==> config.mk <==
export PLATFORM = sky130hd
export DESIGN_NAME = r_muladd
export DESIGN_NICKNAME = d
export VERILOG_FILES = /design/src/rtl/pea_pkg.sv /design/src/rtl/r_mul_core.sv /design/src/rtl/r_muladd.sv
export SDC_FILE = /design/constraint.sdc
export NUM_CORES = 1
export LEC_CHECK = 0
export CORE_MARGIN = 5
export CORE_UTILIZATION = 60
export DETAILED_ROUTE_END_ITERATION = 12
export PLACE_DENSITY_LB_ADDON = 0.3
export SYNTH_ARGS = -nofsm -noshare
export SYNTH_HDL_FRONTEND = slang
export SYNTH_SLANG_ARGS = --single-unit
export TNS_END_PERCENT = 10
==> constraint.sdc <==
create_clock -name clk_i -period 12.7 [get_ports clk_i]
set_clock_uncertainty 0.05 [all_clocks]
set_input_delay 1.905 -clock clk_i [delete_from_list [all_inputs] [get_ports clk_i]]
set_output_delay 1.905 -clock clk_i [all_outputs]
set_load 0.01 [all_outputs]
==> src/rtl/pea_pkg.sv <==
// Shared definitions for the pea arithmetic blocks: default datapath width and
// the r_muladd controller state encoding.
package pea_pkg;

  localparam int N_BITS = 32;

  typedef enum logic [1:0] {
    IDLE = 2'd0,
    MUL  = 2'd1,
    FIN  = 2'd2
  } rmul_state_t;

endpackage : pea_pkg

==> src/rtl/r_mul_core.sv <==
// Radix-2 unsigned shift-add multiplier: one partial product per cycle,
// always exactly N steps regardless of operand values.
module r_mul_core #(
  parameter int N = 32
) (
  input  logic             clk,
  input  logic             rst,
  input  logic             start,
  input  logic [N-1:0]     a,
  input  logic [N-1:0]     b,
  output logic [2*N-1:0]   prod,
  output logic             done
);

  localparam int CW = $clog2(N) + 1;

  logic [CW-1:0]  cnt;
  logic [2*N-1:0] acc;
  logic [2*N-1:0] mcand;
  logic [N-1:0]   mplier;
  logic           run;

  // done marks the cycle whose closing edge performs the final step
  assign done = run && (cnt == CW'(N - 1));
  assign prod = acc;

  // Accumulator, multiplicand/multiplier shifters and step counter
  always_ff @(posedge clk) begin
    if (rst) begin
      acc    <= {(2*N){1'b0}};
      mcand  <= {(2*N){1'b0}};
      mplier <= {N{1'b0}};
      cnt    <= {CW{1'b0}};
      run    <= 1'b0;
    end else if (start) begin
      acc    <= {(2*N){1'b0}};
      mcand  <= {{N{1'b0}}, a};
      mplier <= b;
      cnt    <= {CW{1'b0}};
      run    <= 1'b1;
    end else if (run) begin
      if (mplier[0]) begin
        acc <= acc + mcand;
      end else begin
        acc <= acc;
      end
      mcand  <= mcand << 1;
      mplier <= mplier >> 1;
      cnt    <= cnt + CW'(1);
      run    <= !done;
    end else begin
      acc    <= acc;
      mcand  <= mcand;
      mplier <= mplier;
      cnt    <= cnt;
      run    <= run;
    end
  end

endmodule : r_mul_core

==> src/rtl/r_muladd.sv <==
// Sequential q*d+r reconstruction (fixed N+1 cycle latency).
// Define RMUL_OVF_EN to enable the signed overflow flag on ovf_o.
module r_muladd
  import pea_pkg::*;
#(
  parameter int N = N_BITS
) (
  input  logic                clk_i,
  input  logic                rst_i,
  input  logic                en_i,
  input  logic signed [N-1:0] q_i,
  input  logic signed [N-1:0] d_i,
  input  logic signed [N-1:0] r_i,
  output logic signed [N-1:0] p_o,
  output logic                valid_o,
  output logic                busy_o,
  output logic                ovf_o
);

  localparam int W = 2*N + 1;

  rmul_state_t         state;
  rmul_state_t         state_next;
  logic                sign;
  logic signed [N-1:0] rem;
  logic                start;
  logic                done;
  logic [2*N-1:0]      prod;
  logic [N-1:0]        q_mag;
  logic [N-1:0]        d_mag;
  logic [W-1:0]        prod_ext;
  logic [W-1:0]        prod_s;
  logic [W-1:0]        full;

  // -2^(N-1) wraps to itself, which is exactly its unsigned magnitude
  function automatic logic [N-1:0] mag(input logic [N-1:0] x);
    if (x[N-1]) begin
      mag = ~x + N'(1);
    end else begin
      mag = x;
    end
  endfunction

  assign q_mag = mag(q_i);
  assign d_mag = mag(d_i);
  assign start = (state == IDLE) && en_i;

  r_mul_core #(.N(N)) u_core (
    .clk   (clk_i),
    .rst   (rst_i),
    .start (start),
    .a     (q_mag),
    .b     (d_mag),
    .prod  (prod),
    .done  (done)
  );

  // Signed result in 2N+1 bits: no wrap is possible at this width
  always_comb begin
    prod_ext = {1'b0, prod};
    if (sign) begin
      prod_s = ~prod_ext + W'(1);
    end else begin
      prod_s = prod_ext;
    end
    full = prod_s + {{(N+1){rem[N-1]}}, rem};
  end

  // Next-state logic
  always_comb begin
    state_next = state;
    case (state)
      IDLE: begin
        if (en_i) begin
          state_next = MUL;
        end else begin
          state_next = IDLE;
        end
      end
      MUL: begin
        if (done) begin
          state_next = FIN;
        end else begin
          state_next = MUL;
        end
      end
      FIN:     state_next = IDLE;
      default: state_next = IDLE;
    endcase
  end

  // State, operand side-band and result registers
  always_ff @(posedge clk_i) begin
    if (rst_i) begin
      state   <= IDLE;
      sign    <= 1'b0;
      rem     <= {N{1'b0}};
      p_o     <= {N{1'b0}};
      valid_o <= 1'b0;
      busy_o  <= 1'b0;
    end else begin
      state   <= state_next;
      busy_o  <= (state_next != IDLE);
      valid_o <= (state == FIN);
      if (start) begin
        sign <= q_i[N-1] ^ d_i[N-1];
        rem  <= r_i;
      end else begin
        sign <= sign;
        rem  <= rem;
      end
      if (state == FIN) begin
        p_o <= full[N-1:0];
      end else begin
        p_o <= p_o;
      end
    end
  end

`ifdef RMUL_OVF_EN
  // Overflow when the wide result disagrees with sign-extended p_o
  always_ff @(posedge clk_i) begin
    if (rst_i) begin
      ovf_o <= 1'b0;
    end else if (state == FIN) begin
      ovf_o <= (full != {{(N+1){full[N-1]}}, full[N-1:0]});
    end else begin
      ovf_o <= ovf_o;
    end
  end
`else
  logic unused_hi;
  assign unused_hi = ^full[W-1:N];
  assign ovf_o     = 1'b0;
`endif

endmodule : r_muladd

==> impl_metrics.toml <==
[run_status]
status = "finished, final reports clean"

[setup_path]
cp.arrival_ns = 5.08
path_class = "flop to flop"
cp.required_ns = 12.97
worst_setup_path_start_kind = "flop"
critical_path.max_fanout = 7
endpoint_kind = "flop"

[power]
power_frac_seq_pct = 41.8
swShare_pct = 28.2
p_leak_nw = 5.24
p_per_area_mw_per_mm2 = 104
p_sw_mw = 0.400
power_frac_comb_pct = 17.7
peakVddDrop_uv = 99.6
intPower_mw = 1.02
pwr-share-clk_pct = 40.5

[logic_synthesis]
netlist_top_cells_area = "dfxtp_1 30%, ha_1 7.1%, xnor2_1 6.7%, nand2_1 6.4%, a211oi_1 5.9%"
synth_cells = 1446
synth_common_cells = "198 x nand2_1, 172 x dfxtp_1, 118 x a21oi_1, 92 x nor2_1, 91 x a211oi_1"
synth_ff_type = "dfxtp_1"
synth.avg_cell_area_sq_um = 8.00
ys_ff_latch = 172
syn_area_sq_mm = 0.0116
async_flop_share_pct = 0
synth_cell_types = 67
synth_edf_count = 0
synth_fp_nets = 1613
synth_largest_area_cell = "dfxtp_1"
netlist.area_leader.share_pct = 29.8
yosysWarnings = 0
yosysSeqAreaShare_pct = 29.8
yosys.cell_count.top_type = "nand2_1"

[die]
dieArea_sq_mm = 0.0221
start_util_pct = 61.4
ioPinCount = 134
die_w_microns = 149
core-area_sq_mm = 0.0188
rows = 50
dieHeight_microns = 149

[drt]
wl_microns = 29100
avgRoutedWirePerCell_microns = 16.1
initialDrtViolationCount = 581
firstDrtPassIters = 5
viasPerCell = 6.07
route.detailed.drc = 0
vias = 10938
ant_nets = 0

[cts]
cts.path.max_buffers = 2
cts_tree = "done"
ctsResizeCount = 0
cts-buffers-inserted = 17
clock_latency_ns = 0.45
hold_buffers = 0
cts.sinks = 172
postCtsSetupRepairBufs = 0
clk_root_buffer_cell = "clkbuf_16"
h-tree-depth = 4
clk_pin_slew_ns = 0.07

[grt]
grt_pass1_vias = 10028
grt_max_degree = 109
antenna_found_initial = 0
grt_pass1_wl_microns = 48100
grtUsageTotal_pct = 25.9
overflow = 0

[finish]
nNetsFinal = 1696
fin_area_sq_mm = 0.0136
antenna_cells = 0
area_growth_pct = 18.0
drive_gt1_share_pct = 4.54
fin_cells = 1802

[place]
place.port_buffers = 132
place.gp.congestion = 0.947
place_area_sq_mm = 0.0130
dp_cells = 1770
dpl.hpwl_microns = 20600

[sta]
whs_ns = 0.399
setup_viol = 0
hold_viol_final = 0
drv_slew = 0
rsz0062_at_grt = "false"
fmax_mhz = 208
tns_ns = 0
fin_crit_ns = 4.82
relSlewSlack_pct = 24.3
period_share_pct = 37.9
worstMarginPinSlew_ns = 1.13

[min_path]
hold_class = "flop to flop"

[job]
max_cap_violations = 0
[critical path: stages (launching register included)]
cell,delay (ns)
dfxtp_1,0.39
nor4_1,0.65
nand3_1,0.32
o41ai_1,0.44
xnor2_1,0.20
ha_1,0.34
a21o_1,0.19
a211oi_1,0.31
o21ai_0,0.14
a221oi_1,0.28
o41ai_1,0.12
buf_4,0.17
a221oi_1,0.77
o21a_1,0.23
o211ai_1,0.10
[state kept, by name, indices dropped and copies added, names as in the netlist, 2 cells and up]
| name | count |
|---|---|
| rem | 32 |
| u_core.mcand | 32 |
| u_core.prod | 32 |
| u_core.cnt | 6 |
| state | 2 |
| p_o | 32 |
| u_core.mplier | 32 |
[power groups by stage]
| stage | logic (mW) | clock network [mW] | registers [mW] |
|---|---|---|---|
| global placement | 0.240 | 0 | 0.603 |
| CTS | 0.250 | 0.580 | 0.592 |
| floorplan | 0.175 | 0 | 0.593 |
| finish | 0.252 | 0.575 | 0.593 |
| detailed placement | 0.247 | 0 | 0.604 |
| global route | 0.277 | 0.601 | 0.596 |
[area by class of cell]
class                   instances  area [sq um]
clock buffers                  18           439
repair buffers                143          1400
flip-flops and latches        172          3450
inverters                      23          86.3
multi-input cells            1172          7740
fillers                      1499          5180
well taps                     260           325
clock inverters                14           205
[worst paths after layout]
path	start	to	slack (ns)	cells after the start
max	u_core.prod[2]$_SDFFE_PP0P_	p_o[29]$_SDFFE_PP0P_	7.88	14
min	p_o[7]$_SDFFE_PP0P_	p_o[7]$_SDFFE_PP0P_	0.40	2
max reg2reg	u_core.prod[2]$_SDFFE_PP0P_	p_o[29]$_SDFFE_PP0P_	7.88	14
min reg2reg	p_o[7]$_SDFFE_PP0P_	p_o[7]$_SDFFE_PP0P_	0.40	2
[cell families (layout without fill, tap and decap cells)]
| group | after synthesis | count (layout) | synth area share, % |
|---|---|---|---|
| xor gates and xnor gates | 129 | 129 | 9.77 |
| muxes | 53 | 53 | 4.59 |
| buffers and inverters | 102 | 198 | 3.34 |
| adders and majority gates | 68 | 68 | 7.49 |
| DFF | 172 | 172 | 29.8 |
| AOI/OAI and AO/OA | 430 | 430 | 24.4 |
| and+or+nand+nor | 491 | 491 | 20.6 |
| other | 1 | 1 | 0.0324 |
[through the flow]
| stage | utilization [%] | worst slack, ns | power (mW) |
|---|---|---|---|
| floorplan | - | 8.19 | 0.768 |
| global placement | 69.0 | 7.62 | 0.843 |
| detailed placement | 69.0 | 7.52 | 0.850 |
| CTS | 72.5 | 7.93 | 1.42 |
| global route | 72.5 | 7.42 | 1.47 |
| finish | 72.5 | 7.88 | 1.42 |
[cell usage in the layout (no fill, tap or decap), types with 5 or more instances in the layout]
master	instances
o22ai_1	14
nand3_1	28
and3_1	15
a221oi_1	5
a21oi_1	118
nor2b_1	27
clkbuf_16	17
mux2i_1	53
or4_4	5
o21ai_0	68
nand2b_1	14
dfxtp_1	171
o31ai_1	26
nor4_1	11
ha_1	66
inv_6	5
a21o_1	23
a211oi_1	91
inv_1	23
or4_1	9
clkdlybuf4s50_1	131
or2_2	6
o21a_1	13
nor2_1	92
o41ai_1	18
buf_4	12
and2_1	6
nor3_1	23
o211ai_1	10
or3_1	18
nand2_1	197
a31oi_1	11
xnor2_1	88
xor2_1	41
nand4_1	13
nand3b_1	5
[layer usage]
metal  vias up  share of wire [%]  wire, microns  global-route usage (%)
li1       5477                  -              -                       -
met1      5052                 47          13600                    36.3
met2       374                 45          13100                    41.8
met3        35                6.5           1900                    3.80
met4         0                1.6            451                    7.00
met5         -                  0              0                       0
No activity file was read; power rests on OpenSTA's default activity.
